**src/rtl/fp_mac_seq_if.sv**
```systemverilog
// Handshake bus of the sequential FP multiply-accumulate unit:
// neuron start/bias, operand stream and result stream.
interface fp_mac_seq_if #(
  parameter int unsigned EXP_W = 5,
  parameter int unsigned MAN_W = 10
);
  localparam int unsigned W = 1 + EXP_W + MAN_W;

  logic         start;
  logic [W-1:0] bias;
  logic         in_valid;
  logic         in_ready;
  logic         in_last;
  logic [W-1:0] x;
  logic [W-1:0] w;
  logic         out_valid;
  logic         out_ready;
  logic [W-1:0] out_data;
  logic         sat;
  logic         busy;

  modport master (
    output start, bias, in_valid, in_last, x, w, out_ready,
    input  in_ready, out_valid, out_data, sat, busy
  );

  modport slave (
    input  start, bias, in_valid, in_last, x, w, out_ready,
    output in_ready, out_valid, out_data, sat, busy
  );
endinterface

```
**src/rtl/fp_mac_seq.sv**
```systemverilog
// Sequential floating-point multiply-accumulate: acc = bias + sum(x*w), one pair
// per four clocks (WAIT/MUL/ADD/NORM), truncating, saturating, denormals flushed.
module fp_mac_seq #(
  parameter int unsigned EXP_W = 5,
  parameter int unsigned MAN_W = 10
) (
  input  logic         clk,
  input  logic         rst_n,
  fp_mac_seq_if.slave  bus
);
  localparam int unsigned W    = 1 + EXP_W + MAN_W;
  localparam int unsigned BIAS = (1 << (EXP_W - 1)) - 1;
  localparam int unsigned EMAX = (1 << EXP_W) - 2;
  localparam int unsigned EW2  = EXP_W + 2;
  localparam int unsigned MW1  = MAN_W + 1;
  localparam int unsigned PW   = 2 * MW1;
  localparam int unsigned SW   = MAN_W + 2;
  localparam int unsigned LZ_W = $clog2(MAN_W + 2);

  typedef struct packed {
    logic             s;
    logic [EXP_W-1:0] e;
    logic [MAN_W-1:0] m;
  } fp_t;

  typedef enum logic [2:0] {S_IDLE, S_WAIT, S_MUL, S_ADD, S_NORM, S_OUT} state_e;

  state_e state_q, state_d;

  fp_t              acc_q, xl_q, wl_q, prod_q, out_data_q;
  logic             last_q, sat_q, in_ready_q, out_valid_q, busy_q;
  logic             in_ready_d, out_valid_d, busy_d;
  logic             sum_s_q;
  logic [EXP_W-1:0] sum_e_q;
  logic [SW-1:0]    sum_m_q;

  // All-ones exponent has no Inf/NaN meaning: it reads as the largest finite value.
  function automatic fp_t decode(input fp_t v);
    fp_t r;
    r = v;
    if (&v.e) begin
      r.e = EXP_W'(EMAX);
      r.m = '1;
    end
    return r;
  endfunction

  // State register
  always_ff @(posedge clk or negedge rst_n) begin
    if (!rst_n) state_q <= S_IDLE;
    else        state_q <= state_d;
  end

  // Next-state logic
  always_comb begin
    state_d = state_q;
    case (state_q)
      S_IDLE:  if (bus.start)     state_d = S_WAIT;
      S_WAIT:  if (bus.in_valid)  state_d = S_MUL;
      S_MUL:                      state_d = S_ADD;
      S_ADD:                      state_d = S_NORM;
      S_NORM:                     state_d = last_q ? S_OUT : S_WAIT;
      S_OUT:   if (bus.out_ready) state_d = S_IDLE;
      default:                    state_d = S_IDLE;
    endcase
  end

  // Status outputs are registered from the upcoming state
  always_comb begin
    in_ready_d  = (state_d == S_WAIT);
    out_valid_d = (state_d == S_OUT);
    busy_d      = (state_d != S_IDLE);
  end

  // Multiply stage
  fp_t                   xa, wa, prod_d;
  logic [PW-1:0]         pm;
  logic signed [EW2-1:0] pe;
  logic [MAN_W-1:0]      pf;
  logic                  prod_ovf_c;

  always_comb begin
    xa         = decode(xl_q);
    wa         = decode(wl_q);
    pm         = PW'({1'b1, xa.m}) * PW'({1'b1, wa.m});
    pe         = $signed(EW2'(xa.e)) + $signed(EW2'(wa.e)) - $signed(EW2'(BIAS));
    pf         = pm[PW-3 -: MAN_W];
    prod_d     = '0;
    prod_ovf_c = 1'b0;
    if (pm[PW-1]) begin
      pf = pm[PW-2 -: MAN_W];
      pe = pe + $signed(EW2'(1));
    end
    if (xa.e == '0 || wa.e == '0) begin
      prod_d = '0;
    end else if (pe > $signed(EW2'(EMAX))) begin
      prod_d     = '{s: xa.s ^ wa.s, e: EXP_W'(EMAX), m: '1};
      prod_ovf_c = 1'b1;
    end else if (pe >= $signed(EW2'(1))) begin
      prod_d = '{s: xa.s ^ wa.s, e: pe[EXP_W-1:0], m: pf};
    end
  end

  // Align/add stage: larger exponent kept, smaller truncated by the difference
  fp_t              aa, ba;
  logic             big_s, sml_s, sum_s_d;
  logic [EXP_W-1:0] big_e, sml_e, diff;
  logic [MW1-1:0]   big_m, sml_m, sml_sh;
  logic [SW-1:0]    sum_m_d;

  always_comb begin
    aa = decode(acc_q);
    ba = decode(prod_q);
    if (ba.e > aa.e) begin
      big_s = ba.s; big_e = ba.e; big_m = {1'b1, ba.m};
      sml_s = aa.s; sml_e = aa.e; sml_m = (aa.e == '0) ? '0 : {1'b1, aa.m};
    end else begin
      big_s = aa.s; big_e = aa.e; big_m = (aa.e == '0) ? '0 : {1'b1, aa.m};
      sml_s = ba.s; sml_e = ba.e; sml_m = (ba.e == '0) ? '0 : {1'b1, ba.m};
    end
    diff   = big_e - sml_e;
    sml_sh = (32'(diff) > MAN_W + 1) ? '0 : (sml_m >> diff);
    if (big_s == sml_s) begin
      sum_m_d = SW'(big_m) + SW'(sml_sh);
      sum_s_d = big_s;
    end else if (big_m >= sml_sh) begin
      sum_m_d = SW'(big_m) - SW'(sml_sh);
      sum_s_d = big_s;
    end else begin
      sum_m_d = SW'(sml_sh) - SW'(big_m);
      sum_s_d = sml_s;
    end
    if (sum_m_d == '0) sum_s_d = 1'b0;
  end

  // Normalize stage
  fp_t                   norm_d;
  logic [LZ_W-1:0]       lzc;
  logic [SW-1:0]         nm;
  logic signed [EW2-1:0] ne;
  logic                  norm_ovf_c;

  always_comb begin
    lzc = '0;
    for (int i = 0; i <= int'(MAN_W); i++) begin
      if (sum_m_q[i]) lzc = LZ_W'(int'(MAN_W) - i);
    end
    ne         = $signed(EW2'(sum_e_q));
    nm         = sum_m_q << lzc;
    norm_d     = '0;
    norm_ovf_c = 1'b0;
    if (sum_m_q[SW-1]) begin
      nm = sum_m_q >> 1;
      ne = ne + $signed(EW2'(1));
    end else begin
      ne = ne - $signed(EW2'(lzc));
    end
    if (sum_m_q == '0) begin
      norm_d = '0;
    end else if (ne > $signed(EW2'(EMAX))) begin
      norm_d     = '{s: sum_s_q, e: EXP_W'(EMAX), m: '1};
      norm_ovf_c = 1'b1;
    end else if (ne >= $signed(EW2'(1))) begin
      norm_d = '{s: sum_s_q, e: ne[EXP_W-1:0], m: nm[MAN_W-1:0]};
    end
  end

  // Truncated product bits and the hidden/carry positions are deliberately dropped
  logic unused_bits_c;
  assign unused_bits_c = ^{pm[MAN_W-1:0], nm[SW-1:MAN_W]};

  // Datapath and output registers
  always_ff @(posedge clk or negedge rst_n) begin
    if (!rst_n) begin
      acc_q       <= '0;
      xl_q        <= '0;
      wl_q        <= '0;
      last_q      <= 1'b0;
      prod_q      <= '0;
      sum_s_q     <= 1'b0;
      sum_e_q     <= '0;
      sum_m_q     <= '0;
      out_data_q  <= '0;
      sat_q       <= 1'b0;
      in_ready_q  <= 1'b0;
      out_valid_q <= 1'b0;
      busy_q      <= 1'b0;
    end else begin
      in_ready_q  <= in_ready_d;
      out_valid_q <= out_valid_d;
      busy_q      <= busy_d;
      case (state_q)
        S_IDLE: if (bus.start) begin
          acc_q <= fp_t'(bus.bias);
          sat_q <= 1'b0;
        end
        S_WAIT: if (bus.in_valid) begin
          xl_q   <= fp_t'(bus.x);
          wl_q   <= fp_t'(bus.w);
          last_q <= bus.in_last;
        end
        S_MUL: begin
          prod_q <= prod_d;
          if (prod_ovf_c) sat_q <= 1'b1;
        end
        S_ADD: begin
          sum_s_q <= sum_s_d;
          sum_e_q <= big_e;
          sum_m_q <= sum_m_d;
        end
        S_NORM: begin
          acc_q <= norm_d;
          if (norm_ovf_c) sat_q <= 1'b1;
          if (last_q) out_data_q <= norm_d;
        end
        S_OUT: if (bus.out_ready) sat_q <= 1'b0;
        default: ;
      endcase
    end
  end

  assign bus.in_ready  = in_ready_q;
  assign bus.out_valid = out_valid_q;
  assign bus.out_data  = W'(out_data_q);
  assign bus.sat       = sat_q;
  assign bus.busy      = busy_q;
endmodule

```
**src/flat_wrapper.sv**
```systemverilog
// flat-port wrapper written by rule: the top's interface ports become plain ports
module fp_mac_seq_flat 
#(
  parameter int unsigned EXP_W = 5,
  parameter int unsigned MAN_W = 10
)
  (clk, rst_n, bus_start, bus_bias, bus_in_valid, bus_in_last, bus_x, bus_w, bus_out_ready, bus_in_ready, bus_out_valid, bus_out_data, bus_sat, bus_busy);
  fp_mac_seq_if #(.EXP_W(EXP_W), .MAN_W(MAN_W)) bus_i ();
  input  logic clk;
  input  logic rst_n;
  input wire logic [$bits(bus_i.start)-1:0] bus_start;
  input wire logic [$bits(bus_i.bias)-1:0] bus_bias;
  input wire logic [$bits(bus_i.in_valid)-1:0] bus_in_valid;
  input wire logic [$bits(bus_i.in_last)-1:0] bus_in_last;
  input wire logic [$bits(bus_i.x)-1:0] bus_x;
  input wire logic [$bits(bus_i.w)-1:0] bus_w;
  input wire logic [$bits(bus_i.out_ready)-1:0] bus_out_ready;
  output wire logic [$bits(bus_i.in_ready)-1:0] bus_in_ready;
  output wire logic [$bits(bus_i.out_valid)-1:0] bus_out_valid;
  output wire logic [$bits(bus_i.out_data)-1:0] bus_out_data;
  output wire logic [$bits(bus_i.sat)-1:0] bus_sat;
  output wire logic [$bits(bus_i.busy)-1:0] bus_busy;
  assign bus_i.start = bus_start;
  assign bus_i.bias = bus_bias;
  assign bus_i.in_valid = bus_in_valid;
  assign bus_i.in_last = bus_in_last;
  assign bus_i.x = bus_x;
  assign bus_i.w = bus_w;
  assign bus_i.out_ready = bus_out_ready;
  assign bus_in_ready = bus_i.in_ready;
  assign bus_out_valid = bus_i.out_valid;
  assign bus_out_data = bus_i.out_data;
  assign bus_sat = bus_i.sat;
  assign bus_busy = bus_i.busy;
  fp_mac_seq #(.EXP_W(EXP_W), .MAN_W(MAN_W)) u_core (.clk(clk), .rst_n(rst_n), .bus(bus_i));
endmodule
```
**config.mk**
```make
export PLATFORM = sky130hd
export DESIGN_NAME = fp_mac_seq_flat
export DESIGN_NICKNAME = d
export VERILOG_FILES = /design/src/rtl/fp_mac_seq_if.sv /design/src/rtl/fp_mac_seq.sv /design/src/flat_wrapper.sv
export SDC_FILE = /design/constraint.sdc
export NUM_CORES = 1
export LEC_CHECK = 0
export CORE_MARGIN = 5
export CORE_UTILIZATION = 40
export CTS_CLUSTER_SIZE = 14
export DETAILED_ROUTE_END_ITERATION = 10
export GPL_TIMING_DRIVEN = 0
export MAX_ROUTING_LAYER = met4
export PLACE_DENSITY = 0.57
export SLEW_MARGIN = 30
export SYNTH_ARGS = -nofsm -noshare
export SYNTH_HDL_FRONTEND = slang
export SYNTH_SLANG_ARGS = --single-unit
```
**constraint.sdc**
```tcl
create_clock -name clk -period 10.6 [get_ports clk]
set_clock_uncertainty 0.2 [all_clocks]
set_input_delay 1.06 -clock clk [delete_from_list [all_inputs] [get_ports clk]]
set_output_delay 1.06 -clock clk [all_outputs]
set_load 0.05 [all_outputs]
```
Word level (Yosys, flattened, before mapping)
Cells that the tools add are included.

Add/subtract/negate cells: 9. $mul: 1. Order comparisons: 7. Equality and inequality tests: 12. Shift-type cells: 2. Muxes and demuxes: 55. Bitwise operators: 1. Reductions and logical operators: 19.

Operators with widths (count): 16-bit two-way mux (7); 15-bit two-way mux (4); 11-bit two-way mux (5); 4-bit two-way mux (11); 16-bit one-hot mux with 2 select lines (1); 5-bit AND reduction (5); 12-bit logical NOT (2); 12-bit two-way mux (2); 11-bit by 11-bit subtractor with 12-bit output (2); 11-bit by 11-bit multiplier with 22-bit output (1); 5-bit logical NOT (4); 10-bit two-way mux (2); 3-bit one-hot mux with 6 select lines (1); 7-bit by 2-bit greater-or-equal comparator with 1-bit output (second input constant) (2); 7-bit by 6-bit > comparator with 1-bit output (second input constant) (2); 7-bit two-way mux (2); 1-bit two-way mux (13); 11-bit by 11-bit adder with 12-bit output (1); 3-bit two-way mux (4); 12-bit by 4-bit << shifter with 10-bit output (1); 11-bit greater-or-equal comparator (1); 11-bit by 5-bit >> shifter with 11-bit output (1); 5-bit two-way mux (2); 3-bit == test (second input constant) (3); 21 further kinds (27).

Register bits: 106. Input port bits: 54. Output and inout bits: 20.

Logic depth before layout (Yosys ltp)
Gate-level depths: netlist of the first run.

Word-level depth: 18. Depth in mapped cells: 30. Depth with buffers taken out: 29.

Worst setup path after synthesis of the first run
Ideal clock, no wire load.

Path type: register to register. Start: register u_core.wl_q[10] (netlist bit). End: register u_core.prod_q[9] (netlist bit). Library setup time: 121 ps. Data arrival time: 6929 ps. Data required time: 10279 ps. Path slack: 3350 ps. Cell stages (with the launch flop): 28. Clock period less this slack: 7250 ps. Path through: dfrtp_1 > and3_1 > and3_1 > clkbuf_1 > nor2_1 > inv_1 > nand2_1 > fa_1 > fa_1 > inv_1 > fa_1 > fa_1 > inv_1 > fa_1 > inv_1 > ha_1 > a31oi_1 > nand3b_1 > a2111o_1 > and4bb_2 > or3_1 > buf_2 > or4b_4 > o211ai_2 > or2b_2 > buf_4 > o31ai_1 > a22o_1.

Cells in the longest elaborated chain, start to end: 10. Elaborated cells between the ends (all ways): 15. Those cells by class: add/sub: 3; mul: 1; order compare: 2; mux: 6; reduce/logical: 3.

Ends and longest elaborated chain: start: declaration (line fp_mac_seq.sv:30) `fp_t acc_q, xl_q, wl_q, prod_q, out_data_q;`; start signal: assignment (line fp_mac_seq.sv:199) `wl_q <= fp_t'(bus.w);`; 5-bit AND reduction (line fp_mac_seq.sv:41) `if (&v.e) begin`; 15-bit two-way mux * (line fp_mac_seq.sv:41); 5-bit by 5-bit adder with 6-bit output (line fp_mac_seq.sv:86) `pe = $signed(EW2'(xa.e)) + $signed(EW2'(wa.e)) - $signed(EW2'(BIAS));`; 7-bit by 5-bit subtractor with 7-bit output (line fp_mac_seq.sv:86); 7-bit by 2-bit adder with 7-bit output (line fp_mac_seq.sv:92) `pe = pe + $signed(EW2'(1));`; 7-bit two-way mux (line fp_mac_seq.sv:90) `if (pm[PW-1]) begin`; 7-bit by 2-bit greater-or-equal comparator with 1-bit output (line fp_mac_seq.sv:99) `end else if (pe >= $signed(EW2'(1))) begin`; 16-bit two-way mux (line fp_mac_seq.sv:99); 16-bit two-way mux (line fp_mac_seq.sv:96) `end else if (pe > $signed(EW2'(EMAX))) begin`; 16-bit two-way mux * (line fp_mac_seq.sv:94) `if (xa.e == '0 || wa.e == '0) begin`; end signal: assignment (line fp_mac_seq.sv:203) `prod_q <= prod_d;`; end: declaration (line fp_mac_seq.sv:30).

Mark *: on every way between the ends. The rest lies on a longest branch, timed or not. A chain may end at the register's enable or synchronous reset.

Final worst setup path of the first run
Start: register u_core.wl_q[11] (netlist bit). End: register u_core.prod_q[5] (netlist bit).

The elaborated chain is that of the path after synthesis.

==> results.md, run 1 <==
* Outcome: completed
* Number of synthesized register bits at roughly 110
* Antenna diodes at 0
* Top Family by Delay on Critical Path: adder cells
* Final Cycle Share at ~79%
* Reg-to-reg endpoint: u_core.prod_q[5]$_DFFE_PN0P_
* Synth area leaders: dfrtp_1 (22%), fa_1 (14%), ha_1 (11%)
* Vias at around 11000
* Initial detailed-routing violation count at ~450
* Setup CP Type: flip-flop to flip-flop
* Reg2Reg Depth at 26
* Final hold vios at 0
* # fillers at approximately 3100
* Avg Vias per Cell at 5.40
* Worst skew pair latency at roughly 0.37 ns
* Worst slew pin tran at 0.933 ns
* Sink Count at between 100 and 150
* Remaining antenna violation count at 0
* TritonCTS clock tree: done
* Cell count after synthesis at between 1000 and 1500
* CTS buffer count at 9
* Hold crit path type: flip-flop to flip-flop
* Die Y at between 150 and 200 um
* Post-Place Cells at a little under 2000
* Post-Route WL at between 30 and 40 mm
* I/O pin cnt at between 70 and 80
* Number of flops mapped to enable cells by yosys at 0
* Drt drc at 0
* Final instance area at 13800 sq um
* H-tree levels at 3
* Hold_ws at about 0.29 ns
* Layout cells sized above 1 at between 4 and 5%
* Non-filler instance count after layout at about 2000
* CP required at ~11 ns
* Net count after synthesis at about 1700
* Synthesized area at around 12000 sq um
* Initial Util at around two fifths
* Hold Crit Endpoint: u_core.bus.out_data[15]$_DFFE_PN0P_
* Post-synth ARST share at 100%
* Leading area contributor after synthesis: dfrtp_1
* DIE WIDTH at 185 um
* R2r startpoint: u_core.wl_q[11]$_DFFE_PN0P_
* Critical path endpoint category: flip-flop
* Count of cell types in the netlist at 80
* Seq/Total Area, Yosys at between 20% and 30%
* Crit path time final at approximately 8.3 ns
* Top cell type's share of synthesized area at between 20% and 30%
* Initial antenna violation count at 0
* Placement Cell Area at around 14000 sq um
* FP Rows at between 60 and 70
* DP Wirelength at slightly below 30 mm
* Setup_tns at 0 ns
* YS warnings at 0
* GP Congestion at between 0.9 and 1
* Max_slew headroom at a little under two fifths
* Quantity of hold-fixing buffers added after cts at 0
* Total setup buffers inserted after CTS at 0
* Crit path launch type: flip-flop
* Fmax at around 120 MHz
* R2R Setup Slk at between 2 and 2.5 ns
* Worst Path Arrival at around 8.5 ns
* CP max stage delay at between 0.6 and 0.7 ns
* GRT overflow at 0
* CP dominant cell by count: fa_1
* Final setup viols at 0
* Drt first pass iters at 5
* CP bufs+invs at 7
* Clock transition at path regs at approximately 0.070 ns
* Top_reg_cell synth: dfrtp_1
* Clock root buffer: clkbuf_16
* CP max-delay cell: nor2_1
* Post-layout net count at 1801
* Vias in the first global route at 10600
* Synth-to-Final Area Change at 12.6%
* Worst Hold Path Cells at 2
* Die Area at approximately 34000 sq um
* CP max FO at 10
* Pin count of the biggest net entering global routing at 56
* Clk buf depth at 2
* Hold Startpoint: u_core.bus.out_data[15]$_DFFE_PN0P_
* RSZ-0062 raised after global routing: no
* First-pass GRT wire length at 56.9 mm
* IO Port Bufs at 73
* PostCTS Resize Cnt at 0
* WL/cell at about 18 um
* Total GRT Usage at roughly a fifth
* Max-Cap Viols at 0
* Final Max Slew Viols at 0
* Syn_area_per_cell at between 8 and 9 sq um
* Core Region at roughly 31000 sq um
## worst register-to-register path, cell delays in order, from the launching register on
cell,delay (ns)
dfrtp_1,0.41
and3_1,0.21
and3_1,0.18
clkbuf_1,0.20
nor2_1,0.67
inv_1,0.26
nand2_1,0.15
fa_1,0.47
fa_1,0.56
inv_1,0.06
fa_1,0.50
fa_1,0.54
inv_1,0.05
fa_1,0.52
inv_1,0.04
ha_1,0.37
a31oi_1,0.14
nand3b_1,0.20
a2111o_1,0.36
and4bb_2,0.27
or3_1,0.36
buf_2,0.16
o311ai_1,0.40
nand2_1,0.18
a31oi_1,0.38
buf_2,0.30
a22o_1,0.15
## flip-flops by register name, indices dropped and copies added, names as in the netlist
name / cells
u_core.sum_e_q: 5
u_core.prod_q: 15
u_core.state_q: 3
u_core.bus.busy: 1
u_core.bus.out_valid: 1
u_core.bus.sat: 1
u_core.bus.in_ready: 1
u_core.xa: 1
u_core.last_q: 1
u_core.bus.out_data: 16
u_core.aa: 1
u_core.xl_q: 15
u_core.sum_m_q: 12
u_core.acc_q: 15
u_core.wa: 1
u_core.wl_q: 15
u_core.sum_s_q: 1
u_core.ba: 1
## cells by family after synthesis
family                   share of synthesized area (%)
AO/OA/AOI/OAI                                     17.7
XOR/XNOR                                          2.79
adder cells (fa/ha/maj)                           24.6
buffers and inverters                             7.62
flip-flops                                        21.6
multiplexers                                      8.36
AND/OR/NAND/NOR                                   17.4
## worst max-delay path by stage
| stage | startpoint | to | slack [ns] | cells past startpoint |
|---|---|---|---|---|
| 2_1_floorplan | u_core.wl_q[10]$_DFFE_PN0P_ | u_core.prod_q[9]$_DFFE_PN0P_ | 3.35 | 27 |
| 3_3_place_gp | u_core.xl_q[14]$_DFFE_PN0P_ | u_core.prod_q[9]$_DFFE_PN0P_ | 2.25 | 26 |
| 3_5_place_dp | u_core.wl_q[14]$_DFFE_PN0P_ | u_core.prod_q[9]$_DFFE_PN0P_ | 2.21 | 26 |
| 4_1_cts | u_core.wl_q[14]$_DFFE_PN0P_ | u_core.prod_q[9]$_DFFE_PN0P_ | 2.17 | 26 |
| 5_1_grt | u_core.wl_q[14]$_DFFE_PN0P_ | u_core.prod_q[3]$_DFFE_PN0P_ | 1.71 | 25 |
| 6_report | u_core.wl_q[11]$_DFFE_PN0P_ | u_core.prod_q[5]$_DFFE_PN0P_ | 2.26 | 26 |
## cell usage in the layout (no fill, tap or decap), types with 20 or more instances in the layout
cell type / instances
clkdlybuf4s50_1: 72
nor2b_1: 20
clkbuf_1: 62
fa_1: 84
nor2_1: 175
nor3_1: 23
inv_1: 178
o21ai_0: 70
xnor2_1: 24
nand2_1: 133
a21oi_1: 81
dfrtp_1: 106
mux2_2: 36
ha_1: 107
mux2i_1: 60
## layer usage
metal / track usage, % / up-vias / routed length, um
met5: - / - / 0
met4: 6.19 / 0 / 998
met3: 3.16 / 61 / 1320
met2: 36.5 / 217 / 17300
met1: 26.3 / 5095 / 15300
li1: - / 5189 / -
## cells in the mapped netlist (4+ instances only)
library cell and instances:
a22oi_1 4, nand4_1 6, nand3_1 19, o21ai_1 6
inv_1 178, a221oi_1 4, and2_1 15, or4_1 4
xnor2_1 24, nand3b_1 5, a211oi_1 14, o22ai_1 6
a21o_1 17, o31ai_1 11, xor2_1 10, a211o_1 6
a31oi_1 8, nor2_1 175, and3_1 13, a21boi_0 5
nand2b_1 11, a221o_1 9, ha_1 107, nor4_1 10
o21ai_0 70, o211ai_1 13, mux2_2 36, a22o_1 16
fa_1 84, dfrtp_1 106, nand2_1 133, o21bai_1 4
a21oi_1 81, o21a_1 19, nor3_1 24, o41ai_1 5
or3_1 6, or2_2 7, mux2i_1 60, nor3b_1 6
nor2b_1 20, clkbuf_1 62
## cell type report
| type | instances | area (sq um) | share of cell area, % |
|---|---|---|---|
| inverters | 180 | 676 | 4.88 |
| multi-input cells | 1117 | 8720 | 63.0 |
| plain buffers | 68 | 262 | 1.89 |
| repair buffers | 74 | 759 | 5.49 |
| well taps | 396 | 495 | 3.58 |
| clock inverters | 4 | 26.3 | 0.190 |
| clock buffers | 11 | 253 | 1.83 |
| flip-flops and latches | 106 | 2650 | 19.2 |
## stage by stage
step                util (%)  setup slack, ns
floorplan                  -             3.35
global placement        44.3             2.25
detailed placement      44.5             2.21
CTS                     45.4             2.17
global route            45.4             1.71
finish                  45.4             2.26
Power of run 1 is not shown: default switching activity piles up to over one toggle a cycle in this logic, so the estimate is an artifact.
==> run 2, diff against run 1 <==
- PLACE_DENSITY: 0.57 -> 0.6
- clock period: 10.6 -> 7.1 ns (I/O delays scaled with it)
==> run 2 against run 1 <==
Critical path type unchanged; register-to-register slack worse by 2.3 ns; setup slack worse by 2.3 ns; first-iteration DRC count is 24% higher; critical path depth up 1; cell count grew 3.0%; die area stayed put; sequential share of layout area down 1.6 points; count of clock-buffer cells in the layout decreased by 1; global-route usage up 0.60 points.
==> results.md, run 2 (synthesis results as in run 1) <==
* DIE WIDTH at ~190 um
* WL/cell at between 15 and 20 um
* DP Wirelength at approximately 28 mm
* FP Rows at 64
* Clk buf depth at 2
* Quantity of hold-fixing buffers added after cts at 0
* Layout cells sized above 1 at between 10% and 20%
* Initial antenna violation count at 0
* Final setup viols at 0
* Crit path time final at between 7 and 8 ns
* Outcome: completed
* Pin count of the biggest net entering global routing at between 60 and 70
* Setup_tns at 0 ns
* Final hold vios at 0
* Worst slew pin tran at 0.807 ns
* Drt first pass iters at 5
* Commonest non-fill, non-tap cell in the layout: nor2_1
* GP Congestion at 0.925
* Setup CP Type: flip-flop to flip-flop
* Clock root buffer: clkbuf_16
* Synth-to-Final Area Change at 23.1%
* Vias at 11000
* TritonCTS clock tree: done
* Avg Vias per Cell at ~5.5
* Worst skew pair latency at 0.36 ns
* Die Area at between 30000 and 40000 sq um
* Final Max Slew Viols at 0
* CP max FO at 6
* Remaining antenna violation count at 0
* Max_slew headroom at a little under half
* Sink Count at approximately 110
* GRT overflow at 0
* CP required at approximately 7.2 ns
* CTS buffer count at 9
* I/O pin cnt at 74
* H-tree levels at 3
* IO Port Bufs at 73
* Initial detailed-routing violation count at about 560
* Max-Cap Viols at 0
* Critical path endpoint category: flip-flop
* Max reg flops at 16
* Worst Path Arrival at 7.14 ns
* Post-Route WL at 36.1 mm
* Drt drc at 0
* Final Cycle Share at between 90% and 100%
* Vias in the first global route at around 11000
* RSZ-0062 raised after global routing: yes
* Initial Util at 40.3%
* Post-layout net count at approximately 1900
* Core Region at a little over 30000 sq um
* Antenna diodes at 0
* Crit path launch type: flip-flop
* Clock transition at path regs at 0.08 ns
* Die Y at about 190 um
* Total GRT Usage at 21.9%
* Hold crit path type: primary input to async pin
* Most frequent cells in the layout: nor2_1 (158), inv_1 (153), nand2_1 (123)
* First-pass GRT wire length at between 50 and 60 mm
* Fmax at 141 MHz
## run 2: cell count changes in the layout (fill, tap and decap cells not counted), sizes merged
| cell | previous run | this run |
|---|---|---|
| clkinvlp | 1 | 7 |
| buf | 8 | 70 |
| clkbuf | 73 | 68 |
| inv | 179 | 175 |
## run 2: stage by stage
step	area, sq um	instances	hold WS, ns	utilization (%)	setup WS [ns]
6_report	15100	2015	0.122	49.6	0.0108
5_1_grt	15100	2015	0.169	49.6	-0.170
4_1_cts	14800	2004	0.153	48.5	-0.0148
3_5_place_dp	13600	1941	0.269	44.6	-1.17
3_3_place_gp	13600	1940	0.262	44.5	-1.12
2_1_floorplan	12300	1471	0.214	-	0.00540
## run 2: area by class of cell
class | instances | area, sq um
timing repair buffer | 138 | 1310
multi-input combinational | 1117 | 9400
fill | 2911 | 15400
tap | 396 | 495
clock inverter | 6 | 58.8
clock buffer | 10 | 229
inverter | 180 | 706
sequential | 106 | 2650
buffer | 62 | 292
## run 2: path summary, 6_finish.rpt
path | end | start | slack (ns) | cells after the start
max | u_core.prod_q[9]$_DFFE_PN0P_ | u_core.xl_q[11]$_DFFE_PN0P_ | 0.01 | 27
min | u_core.bus.out_data[3]$_DFFE_PN0P_ | rst_n | 0.12 | 1
max reg2reg | u_core.prod_q[9]$_DFFE_PN0P_ | u_core.xl_q[11]$_DFFE_PN0P_ | 0.01 | 27
min reg2reg | u_core.acc_q[6]$_DFFE_PN0P_ | u_core.acc_q[6]$_DFFE_PN0P_ | 0.29 | 1
max in group asynchronous | u_core.wl_q[7]$_DFFE_PN0P_ | rst_n | 5.91 | 2
min in group clk | u_core.acc_q[6]$_DFFE_PN0P_ | u_core.acc_q[6]$_DFFE_PN0P_ | 0.29 | 1
## run 2: worst max-delay path, cell delays in order (launching register included)
cell and delay, ns:
dfrtp_1 0.42, and3_4 0.17, and3_4 0.21, clkbuf_16 0.17, nor2_4 0.19, clkinvlp_4 0.20
buf_6 0.16, nand2_4 0.05, fa_1 0.39, inv_2 0.07, fa_1 0.43, fa_1 0.48
fa_1 0.52, inv_2 0.04, fa_1 0.55, inv_2 0.05, ha_4 0.24, a221o_1 0.32
a221o_1 0.28, nand3b_1 0.15, a21oi_4 0.07, or3_4 0.39, or4b_4 0.55, o211ai_2 0.09
or2b_4 0.21, buf_8 0.14, o31ai_2 0.06, a22o_1 0.18
## run 2: timing repair
item                                    4_1_cts  5_1_grt
endpoints found under the setup margin       27       23
setup buffers                                50       11
gates cloned                                  2        1
resized for setup                           117       65
pin swaps                                    69       28
## run 2: per-layer routing
metal  wire length, um  up-vias  global-route usage [%]
li1                  -     5329                       -
met1             15500     5386                    26.6
met2             18100      263                    38.0
met3              1210       70                    2.40
met4              1370        0                    7.66
met5                 0        -                       -
Power of run 2 is left out for the same reason.
